File: config.mk
export PLATFORM = sky130hd
export DESIGN_NAME = alu_ctrl_exec_flat
export DESIGN_NICKNAME = d
export VERILOG_FILES = /design/src/rtl/alu_ctrl_exec_if.sv /design/src/rtl/alu_ctrl_exec.sv /design/src/flat_wrapper.sv
export SDC_FILE = /design/constraint.sdc
export NUM_CORES = 1
export LEC_CHECK = 0
export ABC_AREA = 1
export CAP_MARGIN = 10
export CORE_UTILIZATION = 45
export DETAILED_ROUTE_END_ITERATION = 6
export PLACE_DENSITY_LB_ADDON = 0.08
export SYNTH_ARGS = -nofsm -noshare
export SYNTH_HDL_FRONTEND = slang
export SYNTH_SLANG_ARGS = --single-unit
File: constraint.sdc
create_clock -name clk -period 7.8 [get_ports clk]
set_input_delay 1.95 -clock clk [delete_from_list [all_inputs] [get_ports clk]]
set_output_delay 1.95 -clock clk [all_outputs]
set_load 0.01 [all_outputs]
File: src/rtl/alu_ctrl_exec_if.sv
// Request/response bundle for alu_ctrl_exec.
//   master: decode-stage side (drives request, consumes result)
//   slave : the ALU execute block
// Request : in_valid/in_ready, alu_op, funct, shamt, src_a, src_b
// Response: out_valid/out_ready, result, alu_ctrl, zero, overflow, illegal
interface alu_ctrl_exec_if #(
  parameter int WIDTH   = 32,
  parameter int SHAMT_W = $clog2(WIDTH)
);
  logic               in_valid;
  logic               in_ready;
  logic [2:0]         alu_op;
  logic [5:0]         funct;
  logic [SHAMT_W-1:0] shamt;
  logic [WIDTH-1:0]   src_a;
  logic [WIDTH-1:0]   src_b;
  logic               out_valid;
  logic               out_ready;
  logic [WIDTH-1:0]   result;
  logic [3:0]         alu_ctrl;
  logic               zero;
  logic               overflow;
  logic               illegal;

  modport master (
    output in_valid, alu_op, funct, shamt, src_a, src_b, out_ready,
    input  in_ready, out_valid, result, alu_ctrl, zero, overflow, illegal
  );

  modport slave (
    input  in_valid, alu_op, funct, shamt, src_a, src_b, out_ready,
    output in_ready, out_valid, result, alu_ctrl, zero, overflow, illegal
  );
endinterface

File: src/rtl/alu_ctrl_exec.sv
// ALU control decode merged with a registered execute stage.
// Decodes ALUOp/funct to the 4-bit ALU control code, executes on WIDTH-bit
// operands and holds the result until the consumer takes it. Shifts run
// iteratively, one bit per cycle.
// Ports:
//   clk   - rising-edge clock
//   reset - synchronous, active-high
//   bus   - alu_ctrl_exec_if.slave (request in, registered result out)
module alu_ctrl_exec #(
  parameter int WIDTH   = 32,
  parameter int SHAMT_W = $clog2(WIDTH)
) (
  input logic            clk,
  input logic            reset,
  alu_ctrl_exec_if.slave bus
);

  localparam logic [3:0] C_AND = 4'b0000;
  localparam logic [3:0] C_OR  = 4'b0001;
  localparam logic [3:0] C_ADD = 4'b0010;
  localparam logic [3:0] C_NOR = 4'b0100;
  localparam logic [3:0] C_SLL = 4'b0101;
  localparam logic [3:0] C_SRL = 4'b0110;
  localparam logic [3:0] C_ILL = 4'b0111;
  localparam logic [3:0] C_SUB = 4'b1010;
  localparam logic [3:0] C_SLT = 4'b1011;
  localparam logic [3:0] C_SRA = 4'b1110;

  typedef enum logic [1:0] {IDLE, SHIFT, DONE} state_t;

  typedef struct packed {
    logic [3:0] ctrl;
    logic       ill;
    logic       sovf;   // signed add/sub: overflow is reported
    logic       shift;
  } dec_t;

  state_t state, state_nxt;
  dec_t   dec;

  logic               in_ready, accept;
  logic [WIDTH-1:0]   a, b, sum, dif, alu_res, shift_nxt;
  logic               alu_ovf;
  logic [WIDTH-1:0]   res_q;   // doubles as the shift register
  logic [3:0]         ctrl_q;
  logic               zero_q, ovf_q, ill_q;
  logic [SHAMT_W-1:0] cnt_q;

  assign a        = bus.src_a;
  assign b        = bus.src_b;
  assign in_ready = (state == IDLE) && !reset;
  assign accept   = bus.in_valid && in_ready;

  // ALUOp / funct decode
  always_comb begin
    dec = '{ctrl: C_ILL, ill: 1'b0, sovf: 1'b0, shift: 1'b0};
    case (bus.alu_op)
      3'b000: dec.ctrl = C_AND;
      3'b001: dec.ctrl = C_OR;
      3'b010: dec.ctrl = C_NOR;
      3'b011: begin dec.ctrl = C_ADD; dec.sovf = 1'b1; end
      3'b100: begin dec.ctrl = C_SUB; dec.sovf = 1'b1; end
      3'b101: dec.ctrl = C_SLT;
      3'b111: begin
        case (bus.funct)
          6'b100100: dec.ctrl = C_AND;
          6'b100101: dec.ctrl = C_OR;
          6'b100000: begin dec.ctrl = C_ADD; dec.sovf = 1'b1; end
          6'b100001: dec.ctrl = C_ADD;
          6'b100010: begin dec.ctrl = C_SUB; dec.sovf = 1'b1; end
          6'b100011: dec.ctrl = C_SUB;
          6'b101010: dec.ctrl = C_SLT;
          6'b100111: dec.ctrl = C_NOR;
          6'b000000: begin dec.ctrl = C_SLL; dec.shift = 1'b1; end
          6'b000010: begin dec.ctrl = C_SRL; dec.shift = 1'b1; end
          6'b000011: begin dec.ctrl = C_SRA; dec.shift = 1'b1; end
          default:   dec.ill = 1'b1;
        endcase
      end
      default: dec.ill = 1'b1;
    endcase
  end

  // Single-cycle ops; illegal falls through to result 0
  assign sum = a + b;
  assign dif = a - b;

  always_comb begin
    alu_res = '0;
    alu_ovf = 1'b0;
    case (dec.ctrl)
      C_AND: alu_res = a & b;
      C_OR:  alu_res = a | b;
      C_NOR: alu_res = ~(a | b);
      C_ADD: begin
        alu_res = sum;
        alu_ovf = dec.sovf && (a[WIDTH-1] == b[WIDTH-1]) && (sum[WIDTH-1] != a[WIDTH-1]);
      end
      C_SUB: begin
        alu_res = dif;
        alu_ovf = dec.sovf && (a[WIDTH-1] != b[WIDTH-1]) && (dif[WIDTH-1] != a[WIDTH-1]);
      end
      C_SLT: alu_res = {{(WIDTH-1){1'b0}}, ($signed(a) < $signed(b))};
      default: alu_res = '0;
    endcase
  end

  // One-bit step of the iterative shifter
  always_comb begin
    case (ctrl_q)
      C_SRL:   shift_nxt = {1'b0, res_q[WIDTH-1:1]};
      C_SRA:   shift_nxt = {res_q[WIDTH-1], res_q[WIDTH-1:1]};
      default: shift_nxt = {res_q[WIDTH-2:0], 1'b0};
    endcase
  end

  always_ff @(posedge clk) begin
    if (reset) state <= IDLE;
    else       state <= state_nxt;
  end

  always_comb begin
    state_nxt = state;
    case (state)
      IDLE:  if (accept)
               state_nxt = (dec.shift && bus.shamt != '0) ? SHIFT : DONE;
      SHIFT: if (cnt_q == SHAMT_W'(1)) state_nxt = DONE;
      DONE:  if (bus.out_ready) state_nxt = IDLE;
      default: state_nxt = IDLE;
    endcase
  end

  always_ff @(posedge clk) begin
    if (reset) begin
      res_q  <= '0;
      ctrl_q <= C_ILL;
      zero_q <= 1'b0;
      ovf_q  <= 1'b0;
      ill_q  <= 1'b0;
      cnt_q  <= '0;
    end else begin
      case (state)
        IDLE: if (accept) begin
          ctrl_q <= dec.ctrl;
          ill_q  <= dec.ill;
          if (dec.shift) begin
            res_q  <= b;
            cnt_q  <= bus.shamt;
            ovf_q  <= 1'b0;
            zero_q <= (b == '0);
          end else begin
            res_q  <= alu_res;
            ovf_q  <= alu_ovf;
            zero_q <= (alu_res == '0);
          end
        end
        // zero tracks each step so it is already right on the final one
        SHIFT: begin
          res_q  <= shift_nxt;
          cnt_q  <= cnt_q - SHAMT_W'(1);
          zero_q <= (shift_nxt == '0);
        end
        default: ;
      endcase
    end
  end

  assign bus.in_ready  = in_ready;
  assign bus.out_valid = (state == DONE);
  assign bus.result    = res_q;
  assign bus.alu_ctrl  = ctrl_q;
  assign bus.zero      = zero_q;
  assign bus.overflow  = ovf_q;
  assign bus.illegal   = ill_q;

endmodule

File: src/flat_wrapper.sv
// flat-port wrapper written by rule: the top's interface ports become plain ports
module alu_ctrl_exec_flat 
#(
  parameter int WIDTH   = 32,
  parameter int SHAMT_W = $clog2(WIDTH)
)
  (clk, reset, bus_in_valid, bus_alu_op, bus_funct, bus_shamt, bus_src_a, bus_src_b, bus_out_ready, bus_in_ready, bus_out_valid, bus_result, bus_alu_ctrl, bus_zero, bus_overflow, bus_illegal);
  alu_ctrl_exec_if #(.WIDTH(WIDTH), .SHAMT_W(SHAMT_W)) bus_i ();
  input logic clk;
  input logic reset;
  input wire logic [$bits(bus_i.in_valid)-1:0] bus_in_valid;
  input wire logic [$bits(bus_i.alu_op)-1:0] bus_alu_op;
  input wire logic [$bits(bus_i.funct)-1:0] bus_funct;
  input wire logic [$bits(bus_i.shamt)-1:0] bus_shamt;
  input wire logic [$bits(bus_i.src_a)-1:0] bus_src_a;
  input wire logic [$bits(bus_i.src_b)-1:0] bus_src_b;
  input wire logic [$bits(bus_i.out_ready)-1:0] bus_out_ready;
  output wire logic [$bits(bus_i.in_ready)-1:0] bus_in_ready;
  output wire logic [$bits(bus_i.out_valid)-1:0] bus_out_valid;
  output wire logic [$bits(bus_i.result)-1:0] bus_result;
  output wire logic [$bits(bus_i.alu_ctrl)-1:0] bus_alu_ctrl;
  output wire logic [$bits(bus_i.zero)-1:0] bus_zero;
  output wire logic [$bits(bus_i.overflow)-1:0] bus_overflow;
  output wire logic [$bits(bus_i.illegal)-1:0] bus_illegal;
  assign bus_i.in_valid = bus_in_valid;
  assign bus_i.alu_op = bus_alu_op;
  assign bus_i.funct = bus_funct;
  assign bus_i.shamt = bus_shamt;
  assign bus_i.src_a = bus_src_a;
  assign bus_i.src_b = bus_src_b;
  assign bus_i.out_ready = bus_out_ready;
  assign bus_in_ready = bus_i.in_ready;
  assign bus_out_valid = bus_i.out_valid;
  assign bus_result = bus_i.result;
  assign bus_alu_ctrl = bus_i.alu_ctrl;
  assign bus_zero = bus_i.zero;
  assign bus_overflow = bus_i.overflow;
  assign bus_illegal = bus_i.illegal;
  alu_ctrl_exec #(.WIDTH(WIDTH), .SHAMT_W(SHAMT_W)) u_core (.clk(clk), .reset(reset), .bus(bus_i));
endmodule
# After elaboration in Yosys (flattened, before gate mapping)
# Index checks and enable logic that the tools add are counted.
[op_classes]
n_addsub = 3
n_lt_le_gt_ge = 1
eq_ne = 34
muxes = 26
bitwise_logic = 3
reduce_logical = 28
[op_table]
columns = ["op", "n"]
rows = [
  ["$pmux W32 S6", 1],
  ["$pmux W32 S2", 2],
  ["$logic_not A32 Y1", 3],
  ["$mux W32", 2],
  ["$eq A6 B6 Y1 const B", 8],
  ["$pmux W4 S9", 1],
  ["$add A32 B32 Y32", 1],
  ["$and A32 B32 Y32", 1],
  ["$lt A32 B32 Y1", 1],
  ["$not A32 Y32", 1],
  ["$or A32 B32 Y32", 1],
  ["$sub A32 B32 Y32", 1],
  ["$pmux W4 S7", 1],
  ["$eq A4 B4 Y1 const B", 3],
  ["$eq A6 B2 Y1 const B", 2],
  ["$reduce_or A11 Y1", 1],
  ["$mux W5", 2],
  ["$pmux W5 S2", 1],
  ["$eq A3 B3 Y1 const B", 3],
  ["$eq A4 B3 Y1 const B", 2],
  ["$mux W2", 4],
  ["$pmux W1 S2", 4],
  ["$reduce_or A2 Y1", 4],
  ["$logic_and A1 B1 Y1", 7],
  ["25 further kinds", 38],
]
[word_totals]
reg_bits = 46
out_inout_bits = 41

# Logic depth before layout (Yosys ltp)
[depth]
word_depth = 10
depth_mapped = 27

# Least setup slack after synthesis
# No wires, ideal clock.
[synth_path]
path_type = "input to output"
startpoint = "in reset"
endpoint = "out bus_in_ready"
arrival_time_ns = 2.255
setup_slack_ns = 3.595
cell_stages = 1
path_cell_list = "nor3_1"
[synth_via]
elab_chain_cells = 2
[synth_rtl]
columns = ["item", "line_no", "text"]
rows = [
  ["from (decl)", "flat_wrapper.sv:10", "input logic reset;"],
  ["$logic_not A1 Y1", "alu_ctrl_exec.sv:51", "assign in_ready = (state == IDLE) && !reset;"],
  ["$logic_and A1 B1 Y1", "alu_ctrl_exec.sv:51", ""],
  ["to (decl)", "flat_wrapper.sv:18", "output wire logic [$bits(bus_i.in_ready)-1:0] bus_in_ready;"],
]
# No other way between the ends.

# Worst setup path in the final report
# Ends and elaborated chain as after synthesis.

==> impl_metrics.csv <==
group,metric,value,unit
yosys,post_synth.cell_area_avg,5.36,um2
route,antenna_violating_nets_post_route,0,
clock_tree,cts_tree,"yes",
timing,finalHoldViolations,0,
clock_tree,cts.sink_count,46,
timing,grt_setup_unrepaired,"no",
timing,tns,0,ns
worst_setup_path,critPathMaxFanout,38,
final_layout,ff_latch_area,921,um2
place,preCtsSetupSlack,2.02,ns
global_route,first_global_vias,10823,
clock_tree,htreeDepth,2,
final_layout,finish.net_count,2096,
die,coreArea,21300,um2
worst_setup_path,cpPeakStageDelay,0.59,ns
timing,final_critical_path_setup_slack,2.38,ns
place,placement.io_buffers,122,
clock_tree,cts_buffers,5,
yosys,synth_area_leaders,"nand2_1 (23%), ha_1 (12%), inv_1 (11%)",
timing,finalWorstPathRequiredPeriod,5.42,ns
clock_tree,postCtsSetupBuffers,0,
yosys,number_of_synthesized_register_bits,46,
die,die_y,150,um
yosys,post_synthesis_net_count,2025,
yosys,netlist_area,9880,um2
power,irDropWorstVdd,0.0000774,V
final_layout,drive_above_1_share,0.0371,
clock_tree,cts_max_path_bufs,2,
route,route.vias.total,12143,
die,starting_density_of_the_core,0.464,
yosys,synthDistinctLibCells,48,
die,io_pins,123,
worst_setup_path,worstPathCellList,"clkdlybuf4s50_1 > buf_4 > nor3_1 > clkdlybuf4s50_1",
yosys,post-synth-top-area-fraction,0.235,
final_layout,post_route_cell_area,11300,um2
global_route,global_route_wire_length_before_repair,59700,um
timing,finalSetupViolations,0,
timing,post-route-period-util,0.694,
worst_setup_path,worst-endpoint-arrival,3.47,ns
global_route,grt_max_degree,39,
die,die-area,22500,um2
final_layout,synth_to_layout_area_growth,14.9,%
route,drc,0,
route,first_pass_iters,5,
worst_setup_path,cp_slowest_cell,"clkdlybuf4s50_1",
yosys,synth-edff-count,0,
route,vias_per_cell,5.54,
final_layout,layout.filler_cells,2351,
power,power.sequential.fraction,0.213,
yosys,syn_inst,1843,
power,pwr-share-clk,0.180,
timing,slew_headroom,0.323,
outcome,status,"finished clean",
yosys,synth_top_flop_cell,"dfxtp_1",
flow_run,max_cap_viol,0,
power,cell_internal_pwr,627,uW
yosys,synth.cells.most_frequent,"nand2_1 (618), inv_1 (293), nor2_1 (176)",
worst_setup_path,worstSetupEndpointType,"output pin",
clock_tree,cts.reportedPaths.clkPinSlew,0.07,ns
power,total_switching_power,598,uW
final_layout,multiInputGateArea,7490,um2
route,detail_route.iter0.violations,1014,
worst_setup_path,worstPathRequired,5.85,ns
timing,max_slew.worst_pin.slew,1.01,ns
global_route,grt_util_all_layers,0.347,
global_route,grt.overflow.total,0,
timing,fmaxAchievable,0.185,GHz
power,switching_share,0.488,
worst_hold_path,hold_class,"reg -> reg",
die,chip_width,150,um
clock_tree,cts_resized,0,
yosys,yosys_warnings,0,
yosys,synth_largest_area_cell,"nand2_1",
worst_setup_path,critical_path_startpoint_category,"primary input",
route,routed_wire_length_per_instance,17.8,um
die,rows,53,
timing,clock_skew,0.00756,ns
power,p_leak,5.95,nW
place,hpwl,32200,um
clock_tree,cts_hold_buf,0,
route,detail_route.wirelength,38900,um
place,gp_congestion,0.997,
worst_setup_path,cell_occurring_most_often_along_the_worst_timing_path,"clkdlybuf4s50_1",
final_layout,antenna_cells,0,
worst_setup_path,timing.setup.critical_path_class,"in -> out",
power,p_comb_frac,0.607,
global_route,antenna_found_initial,0,
yosys,synthMostInstantiatedCell,"nand2_1",
yosys,synth-seq-area-share,0.0932,
place,detailed_place.area,11200,um2
clock_tree,cts_root_buffer,"clkbuf_16",
clock_tree,clock_insertion_delay_worst_skew,0.29,ns
yosys,synth_async_sr_flop_share,0,
timing,drv_slew,0,
power,p_per_area,108,nW/um2
stage by stage:
stage,power (mW),hold WS [ns],instances,util
after global routing,1.31,0.514,2190,0.533
after floorplan,0.738,0.477,1843,-
final,1.23,0.468,2190,0.533
after detailed placement,0.990,0.453,2181,0.525
after global placement,0.988,0.446,2181,0.525
after CTS,1.21,0.470,2189,0.532
per-layer routing:
metal  vias to the layer above  global-route usage  part of all wire
li1                       5973                   -                 -
met1                      5546               0.503              0.45
met2                       573               0.540              0.43
met3                        51              0.0282             0.091
met4                         0               0.105             0.028
met5                         -                   0                 0
final timing paths:
kind                                       startpoint                         endpoint  slack, ns  depth (start not counted)
hold reg to reg       u_core.bus.illegal$_SDFFE_PP0P_  u_core.bus.illegal$_SDFFE_PP0P_       0.47                          2
setup / recovery                                reset                     bus_in_ready       2.38                          4
setup reg to reg  u_core.bus.alu_ctrl[1]$_SDFFE_PP1P_     u_core.bus.zero$_SDFFE_PP0P_       5.06                         13
hold / removal        u_core.bus.illegal$_SDFFE_PP0P_  u_core.bus.illegal$_SDFFE_PP0P_       0.47                          2
registers in the layout (all words and copies together) (netlist names):
register / flops
u_core.state: 2
u_core.bus.zero: 1
u_core.bus.illegal: 1
u_core.bus.overflow: 1
u_core.cnt_q: 5
u_core.bus.alu_ctrl: 4
u_core.bus.result: 32
power groups by stage:
stage | clock network (mW) | logic [mW] | registers, mW
floorplan | 0 | 0.471 | 0.268
CTS | 0.221 | 0.727 | 0.261
global route | 0.230 | 0.817 | 0.262
finish | 0.221 | 0.744 | 0.261
global placement | 0 | 0.723 | 0.266
detailed placement | 0 | 0.724 | 0.266
critical path, delay by kind of cell:
| kind | cells | cell delay (ns) |
|---|---|---|
| buffers and inverters | 3 | 1.24 |
| AND/OR/NAND/NOR | 1 | 0.27 |
placed cells by master, fill, tap and decap left out, types with 4 or more instances in the layout:
cell and instances:
dfxtp_1 46, nor2_4 5, buf_4 8, a21oi_1 59, nor2_1 174, nand2_1 618
xor2_1 25, o21ai_0 51, nor2_2 9, nand4_1 59, inv_1 293, nor3_1 16
nand3_1 142, clkinv_1 4, a31oi_1 30, inv_2 7, o211ai_1 9, o22ai_1 7
clkbuf_16 5, mux2i_1 12, and2_1 6, clkdlybuf4s50_1 122, or2_2 14, xnor2_1 6
nand3_2 5, ha_1 98, nand2_2 6, o21ai_1 27, nor4_1 8, o21bai_1 13
area by class of cell:
class                   instances  area share
inverters                     304       0.101
well taps                     275      0.0303
flip-flops and latches         46      0.0812
clock buffers                   6      0.0122
repair buffers                131       0.114
clock inverters                 2     0.00110
multi-input cells            1426       0.660
kinds of logic after synthesis:
logic type,share of synthesized area
AO/OA/AOI/OAI,0.122
XOR/XNOR,0.0275
adder cells (fa/ha/maj),0.128
buffers and inverters,0.150
flip-flops,0.0932
multiplexers,0.0122
AND/OR/NAND/NOR,0.467
Note: power is estimated with default switching activity, not from simulation.
